[src/rtl/led_stretcher_if.sv]
// LED stretcher channel bundle: event requests in, LED drive and busy flags out.
interface led_stretcher_if #(
    parameter int unsigned NOUT = 8
);

    logic [NOUT-1:0] i_event;
    logic [NOUT-1:0] o_led;
    logic [NOUT-1:0] o_busy;

    // Event source / LED consumer side
    modport master (
        output i_event,
        input  o_led,
        input  o_busy
    );

    // Stretcher side
    modport slave (
        input  i_event,
        output o_led,
        output o_busy
    );

endinterface : led_stretcher_if

[src/rtl/led_stretcher.sv]
// Per-channel LED pulse stretcher: a short event lights the LED fully for a
// hold period, then the LED fades out linearly via a shared PWM counter.
module led_stretcher #(
    parameter int unsigned NOUT   = 8,
    parameter int unsigned LGHOLD = 17,
    parameter int unsigned LGPWM  = 8
) (
    input  logic             i_clk,
    input  logic             i_reset_n,
    led_stretcher_if.slave   led_io
);

    typedef enum logic [1:0] {
        ST_IDLE = 2'd0,
        ST_HOLD = 2'd1,
        ST_FADE = 2'd2
    } state_e;

    state_e            state_q [NOUT];
    state_e            state_d [NOUT];
    logic [LGHOLD-1:0] cnt_q   [NOUT];
    logic [LGHOLD-1:0] cnt_d   [NOUT];
    logic [LGPWM-1:0]  duty_c  [NOUT];

    logic [LGPWM-1:0]  pwm_q;
    logic [LGPWM-1:0]  pwm_d;
    logic [NOUT-1:0]   led_q;
    logic [NOUT-1:0]   led_d;
    logic [NOUT-1:0]   busy_c;
    logic [NOUT-1:0]   event_c;

    assign event_c = led_io.i_event;

    // Shared free-running PWM phase; wraps naturally at 2^LGPWM
    always_comb begin
        pwm_d = pwm_q + LGPWM'(1);
    end

    // Fade duty is the top LGPWM bits of the down-counter
    always_comb begin
        for (int k = 0; k < int'(NOUT); k++) begin
            duty_c[k] = cnt_q[k][LGHOLD-1 -: LGPWM];
        end
    end

    // Per-channel next-state, counter and LED drive; events override every state
    always_comb begin
        for (int k = 0; k < int'(NOUT); k++) begin
            state_d[k] = state_q[k];
            cnt_d[k]   = cnt_q[k];
            led_d[k]   = 1'b0;

            if (event_c[k]) begin
                state_d[k] = ST_HOLD;
                cnt_d[k]   = '1;
            end else begin
                case (state_q[k])
                    ST_HOLD: begin
                        if (cnt_q[k] == '0) begin
                            state_d[k] = ST_FADE;
                            cnt_d[k]   = '1;
                        end else begin
                            cnt_d[k] = cnt_q[k] - LGHOLD'(1);
                        end
                    end
                    ST_FADE: begin
                        if (cnt_q[k] == '0) begin
                            state_d[k] = ST_IDLE;
                        end else begin
                            cnt_d[k] = cnt_q[k] - LGHOLD'(1);
                        end
                    end
                    default: begin
                        state_d[k] = ST_IDLE;
                        cnt_d[k]   = '0;
                    end
                endcase
            end

            led_d[k] = event_c[k]
                     | (state_q[k] == ST_HOLD)
                     | ((state_q[k] == ST_FADE) && (duty_c[k] > pwm_q));
        end
    end

    // Busy is a direct decode of the channel state register
    always_comb begin
        for (int k = 0; k < int'(NOUT); k++) begin
            busy_c[k] = (state_q[k] != ST_IDLE);
        end
    end

    // State, counters, PWM phase and LED register with asynchronous clear
    always_ff @(posedge i_clk or negedge i_reset_n) begin
        if (!i_reset_n) begin
            pwm_q <= '0;
            led_q <= '0;
            for (int k = 0; k < int'(NOUT); k++) begin
                state_q[k] <= ST_IDLE;
                cnt_q[k]   <= '0;
            end
        end else begin
            pwm_q <= pwm_d;
            led_q <= led_d;
            for (int k = 0; k < int'(NOUT); k++) begin
                state_q[k] <= state_d[k];
                cnt_q[k]   <= cnt_d[k];
            end
        end
    end

    assign led_io.o_led  = led_q;
    assign led_io.o_busy = busy_c;

endmodule : led_stretcher

[src/flat_wrapper.sv]
// flat-port wrapper written by rule: the top's interface ports become plain ports
module led_stretcher_flat 
#(
    parameter int unsigned NOUT   = 8,
    parameter int unsigned LGHOLD = 17,
    parameter int unsigned LGPWM  = 8
)
  (i_clk, i_reset_n, led_io_i_event, led_io_o_led, led_io_o_busy);
  led_stretcher_if #(.NOUT(NOUT)) led_io_i ();
  input  logic i_clk;
  input  logic i_reset_n;
  input wire logic [$bits(led_io_i.i_event)-1:0] led_io_i_event;
  output wire logic [$bits(led_io_i.o_led)-1:0] led_io_o_led;
  output wire logic [$bits(led_io_i.o_busy)-1:0] led_io_o_busy;
  assign led_io_i.i_event = led_io_i_event;
  assign led_io_o_led = led_io_i.o_led;
  assign led_io_o_busy = led_io_i.o_busy;
  led_stretcher #(.NOUT(NOUT), .LGHOLD(LGHOLD), .LGPWM(LGPWM)) u_core (.i_clk(i_clk), .i_reset_n(i_reset_n), .led_io(led_io_i));
endmodule
[config.mk]
export PLATFORM = sky130hd
export DESIGN_NAME = led_stretcher_flat
export DESIGN_NICKNAME = d
export VERILOG_FILES = /design/src/rtl/led_stretcher_if.sv /design/src/rtl/led_stretcher.sv /design/src/flat_wrapper.sv
export SDC_FILE = /design/constraint.sdc
export NUM_CORES = 1
export LEC_CHECK = 0
export BUFFER_PORTS_ARGS = -buffer_cell sky130_fd_sc_hd__buf_2
export CORE_UTILIZATION = 55
export CTS_BUF_LIST = sky130_fd_sc_hd__clkbuf_16
export DETAILED_ROUTE_END_ITERATION = 10
export PLACE_DENSITY = 0.77
export SYNTH_ARGS = -nofsm -noshare
export SYNTH_HDL_FRONTEND = slang
export SYNTH_SLANG_ARGS = --single-unit
[constraint.sdc]
create_clock -name i_clk -period 6.6 [get_ports i_clk]
set_input_delay 0.66 -clock i_clk [delete_from_list [all_inputs] [get_ports i_clk]]
set_output_delay 0.66 -clock i_clk [all_outputs]
set_load 0.1 [all_outputs]
# ---- Word level (Yosys, flattened, before mapping)
# Cells that the tools add are included.
dict set report classes {
  add_sub_neg 9
  magnitude_cmp 8
  eq_ne 40
  mux 64
  bitwise_logic 16
  reduce_logical 32
}
# operator count
set op_table {}
lappend op_table {{two-way mux 17 bit} 24}
lappend op_table {{case mux 17 bit (2 select lines)} 8}
lappend op_table {{logical NOT 17 bit} 8}
lappend op_table {{subtractor 17 x 1 -> 17 bit, second input constant} 8}
lappend op_table {{greater-than comparator 8 bit} 8}
lappend op_table {{two-way mux 2 bit} 24}
lappend op_table {{inequality test 3 x 2 -> 1 bit, second input constant} 16}
lappend op_table {{case mux 2 bit (2 select lines)} 8}
lappend op_table {{inequality test 3 bit, second input constant} 8}
lappend op_table {{== test 2 x 1 -> 1 bit, second input constant} 8}
lappend op_table {{== test 2 bit, second input constant} 8}
lappend op_table {{bitwise OR 1 bit} 16}
lappend op_table {{AND reduction 2 bit} 8}
lappend op_table {{nonzero test 2 bit} 8}
lappend op_table {{adder 8 x 1 -> 8 bit, second input constant} 1}
lappend op_table {{logical AND 1 bit} 8}
dict set report word_totals {
  regBits 168
  in_bits 10
  out_inout_bits 16
  word_cells 187
}

# ---- Depth between registers and ports, before layout
dict set report depth {
  word_depth 4
  mapped_depth 9
  depth_no_buf 7
}

# ---- Least setup slack after synthesis
# OpenSTA, ideal clock, no wires.
dict set report synth_path {
  path_kind {reg2reg}
  startpoint {register u_core.cnt_q[85] (netlist bit)}
  endpoint {register u_core.cnt_q[100] (netlist bit)}
  setup_time_ps 138
  t_arrival_ps 2152
  required_ps 6462
  slack_ps 4309
  path_stages_with_launch 8
  path_buffers 0
  synth_period_minus_slack_ps 2291
  cell_sequence {dfrtp_1 -> inv_1 -> ha_1 -> or4b_2 -> nor4_4 -> nand2_2 -> a41oi_2 -> o21ai_0}
}
dict set report synth_via {
  elab_chain_len 4
  word_cells_on_any_way 7
  cone_classes {1 x add/sub; 1 x eq/ne; 4 x mux; 1 x reduce/logical}
}
# item line
set synth_lines {}
lappend synth_lines {{start: declaration} led_stretcher.sv:21} ;# logic [LGHOLD-1:0] cnt_q [NOUT];
lappend synth_lines {{start signal: indexed assignment} led_stretcher.sv:107} ;# cnt_q[k] <= cnt_d[k];
lappend synth_lines {{subtractor 17 x 1 -> 17 bit or logical NOT 17 bit (tied branches)} --}
lappend synth_lines {{two-way mux 17 bit (on tied branches)} {led_stretcher.sv:67, led_stretcher.sv:59}}
lappend synth_lines {{case mux 17 bit (2 select lines)} led_stretcher.sv:57} ;# case (state_q[k])
lappend synth_lines {{two-way mux 17 bit} led_stretcher.sv:53} ;# if (event_c[k]) begin
# Several ways; a longest one is shown, not always the timed one. The select of a mux whose other input is x is not followed.
# A chain may end at the register's enable or synchronous reset.

# ---- Final worst setup path
dict set report layout_path {
  startpoint {register u_core.cnt_q[62] (netlist bit)}
  endpoint {register u_core.cnt_q[61] (netlist bit)}
}
dict set report layout_via {
  elab_chain_len 4
  word_cells_on_any_way 5
  cone_classes {1 x eq/ne; 3 x mux; 1 x reduce/logical}
}
# item line
set layout_lines {}
lappend layout_lines {{logical NOT 17 bit *} {led_stretcher.sv:59, led_stretcher.sv:67}}
lappend layout_lines {{two-way mux 17 bit} led_stretcher.sv:59} ;# if (cnt_q[k] == '0) begin
lappend layout_lines {{case mux 17 bit (2 select lines)} led_stretcher.sv:57}
lappend layout_lines {{two-way mux 17 bit} led_stretcher.sv:53}
# Mark *: on every way between the ends. The rest lies on a longest branch, timed or not.

==> results.py <==
metrics = {
    "outcome": {
        "status": "completed",
    },
    "floorplan": {
        "die_h_um": 144.3,
        "fp.coreArea_mm2": 0.01965,
        "dieWidth_um": 144.3,
        "i_o_pins": 26,
        "placementRows": 51,
        "floorplan.initialDensity_pct": 56.65,
        "design.die.area_mm2": 0.02082,
    },
    "global_routing": {
        "antenna_violations_before_repair": 0,
        "largest_net_degree_at_the_start_of_global_routing": 99,
        "gr-total-overflow": 0,
        "grt_first_pass_wirelength_um": 40190,
        "grt.total_usage_pct": 24.20,
        "first_global_vias": 8581,
    },
    "layout": {
        "fin_area_mm2": 0.01200,
        "nFillCells": 1727,
        "drive_gt1_share_pct": 6.472,
        "synthToLayoutAreaGrowth_pct": 7.777,
        "non_filler_instances": 1501,
        "fin_util_pct": 61.05,
        "diodes": 0,
        "final_net_count": 1339,
    },
    "power": {
        "vdd_drop_max_v": 0.0001634,
        "p_total_mw": 2.921,
        "cellLeakagePower_nw": 4.799,
        "powerDensity_mw_per_mm2": 243.4,
    },
    "setup_path": {
        "arrival_ns": 3.00,
        "r2r_cells": 5,
        "path_cells": "nor4_1 -> nor4b_2 -> nand3_1 -> nor3b_2 -> nor2_1",
        "rr_startpoint": "u_core.cnt_q[62]",
        "timing_worst_setup_path_type": "reg -> reg",
        "critical_path.n_buffers_inverters": 0,
        "crit-reg2reg-capture": "u_core.cnt_q[61]",
        "critical_path.max_stage_delay_ns": 0.77,
        "cp_slowest_cell": "sky130_fd_sc_hd__nor3b_2",
        "timing.critical_path.max_delay_family": "simple AND/OR/NAND/NOR gates",
        "setup_slack_reg_to_reg_ns": 3.86,
        "worst-endpoint-required_ns": 6.86,
        "critical_path.endpoint_type": "register",
        "timing.critical_path.fanout_max": 15,
        "critPathLaunchType": "register",
    },
    "route": {
        "dr.first_iter.drc_count": 546,
        "drt.antenna.violating_nets": 0,
        "via_count": 9019,
        "wl_per_cell_um": 15.83,
        "route.detailed.drc": 0,
        "detail_route.first_pass.iterations": 7,
        "totalWireLength_um": 23770,
        "drt-vias-per-instance": 6.009,
    },
    "timing": {
        "layout_worst_path_cycle_share_pct": 41.51,
        "worst_slack_ns": 3.860,
        "rsz0062_at_grt": "false",
        "finalSetupViolCount": 0,
        "setup_total_negative_slack_ns": 0,
        "period_needed_ns": 2.740,
        "max_clock_freq_mhz": 365.0,
        "finalHoldViolCount": 0,
        "final.setup_skew_ns": 0.005693,
        "tightest_slew_ns": 1.264,
        "maxSlewHeadroom_pct": 15.75,
        "slew_violations": 0,
        "final_hold_slack_ns": 0.2837,
    },
    "cts": {
        "clkLatencyLatePin_ns": 0.42,
        "cell_chosen_for_the_clock_root": "sky130_fd_sc_hd__clkbuf_16",
        "cts.path.max_buffers": 2,
        "cts.repair_timing.setup_buffer_count": 0,
        "clock_edge_transition_at_the_registers_on_the_reported_setup_and_hold_paths_ns": 0.06,
        "ctsHoldBuffers": 0,
        "cts_resized": 0,
        "tritoncts": "built",
        "cts_buffers": 17,
        "cts_max_level": 4,
        "numClockSinks": 168,
    },
    "synthesis": {
        "synth_largest_type_area_fraction_pct": 37.76,
        "synthDistinctLibCells": 70,
        "synth_fp_nets": 1337,
        "synth_top_cell_by_area": "sky130_fd_sc_hd__dfrtp_1",
        "fraction_of_synthesis_flops_using_an_asynchronous_set_or_reset_pin_pct": 100.0,
        "syn_avg_cell_area_um2": 9.111,
        "number_of_synthesized_flops_with_an_enable_pin": 0,
        "post_synth_main_area_contributors": "sky130_fd_sc_hd__dfrtp_1 38%, sky130_fd_sc_hd__ha_1 12%, sky130_fd_sc_hd__a21oi_1 4.6%",
        "synth_top_flop_cell": "sky130_fd_sc_hd__dfrtp_1",
        "postSynthRegisterBits": 168,
        "ys_seq_area_share_pct": 37.76,
        "synth_instances": 1222,
        "synth.yosys.warnings": 0,
        "synth_area_mm2": 0.01113,
    },
    "job": {
        "maxCapViolCount": 0,
    },
    "min_path": {
        "hp-class": "in -> async",
    },
    "placed_design": {
        "port_buffers": 25,
        "dpl_worst_slack_ns": 3.905,
        "dp.final_hpwl_um": 16120,
        "postPlaceCellArea_mm2": 0.01143,
        "placed_cells": 1470,
        "finalWeightedCongestion": 0.8704,
    },
}
## routing by layer
metal / part of all wire (%) / up-vias / track usage [%]
met5: 0 / - / 0
met4: 1.6 / 0 / 7.812
met3: 3.7 / 33 / 4.205
met2: 48 / 177 / 40.40
met1: 46 / 4362 / 31.87
li1: - / 4447 / -
## synthesized netlist by cell type, drive strengths merged (17+ instances only)
cell,count
nor3,27
a21oi,103
xnor2,56
clkbuf,35
inv,65
nor4,34
nand3,41
a21o,23
nand4,20
nor3b,18
ha,105
a211oi,40
dfrtp,168
o21ai,62
xor2,32
nand2,108
nor2,94
or4,17
## placed cells by master (no fill, tap or decap), types with 27 or more instances in the layout
master and n:
sky130_fd_sc_hd__dfrtp_1 168, sky130_fd_sc_hd__xnor2_1 56, sky130_fd_sc_hd__a21oi_1 103, sky130_fd_sc_hd__a211oi_1 40
sky130_fd_sc_hd__xor2_1 32, sky130_fd_sc_hd__nor3_1 27, sky130_fd_sc_hd__o21ai_0 62, sky130_fd_sc_hd__nor2_1 94
sky130_fd_sc_hd__ha_1 105, sky130_fd_sc_hd__nor4_1 27, sky130_fd_sc_hd__nand3_1 41, sky130_fd_sc_hd__nand2_1 107
sky130_fd_sc_hd__inv_1 66
## sequential cells by signal, indices dropped and copies added (netlist names)
signal	count
u_core.led_io.o_led	8
u_core.pwm_q	8
u_core.cnt_q	136
u_core.state_q	16
## final cells by class
type | count | area [um^2] | share of cell area [%]
sequential | 168 | 4204 | 35.04
multi-input combinational | 943 | 6492 | 54.11
timing repair buffer | 29 | 161.4 | 1.345
tap | 265 | 331.6 | 2.763
clock buffer | 17 | 425.4 | 3.545
clock inverter | 14 | 140.1 | 1.168
inverter | 65 | 244.0 | 2.033
## how the worst max path moves through the flow
stage	from	slack, ns	depth (start not counted)	endpoint
floorplan	u_core.cnt_q[85]	4.31	7	u_core.cnt_q[100]
global placement	u_core.cnt_q[62]	3.98	5	u_core.cnt_q[52]
detailed placement	u_core.cnt_q[62]	3.91	5	u_core.cnt_q[52]
CTS	u_core.cnt_q[62]	3.89	5	u_core.cnt_q[52]
global route	u_core.cnt_q[62]	3.56	5	u_core.cnt_q[52]
finish	u_core.cnt_q[62]	3.86	5	u_core.cnt_q[61]
## worst reg2reg max path, stage by stage (launching register included)
cell,delay [ns]
sky130_fd_sc_hd__dfrtp_1,0.41
sky130_fd_sc_hd__nor4_1,0.48
sky130_fd_sc_hd__nor4b_2,0.56
sky130_fd_sc_hd__nand3_1,0.20
sky130_fd_sc_hd__nor3b_2,0.77
sky130_fd_sc_hd__nor2_1,0.16
## kinds of logic (layout without fill, tap and decap cells)
group / after synthesis / after routing / synth area share, %
multiplexers: 4 / 4 / 0.3821
AO/OA/AOI/OAI: 323 / 323 / 18.43
flip-flops: 168 / 168 / 37.76
buffers and inverters: 111 / 125 / 3.922
XOR/XNOR: 88 / 88 / 6.923
AND/OR/NAND/NOR: 423 / 423 / 20.78
adder cells (fa/ha/maj): 105 / 105 / 11.80
## report_power, final
group          internal, mW  leakage, nW  switching [mW]
Clock                 0.582        0.281           0.398
Sequential             1.16         1.73           0.172
Combinational         0.252         2.79           0.359
Total                  1.99         4.80           0.929
Power figures use the tool's default switching activity.
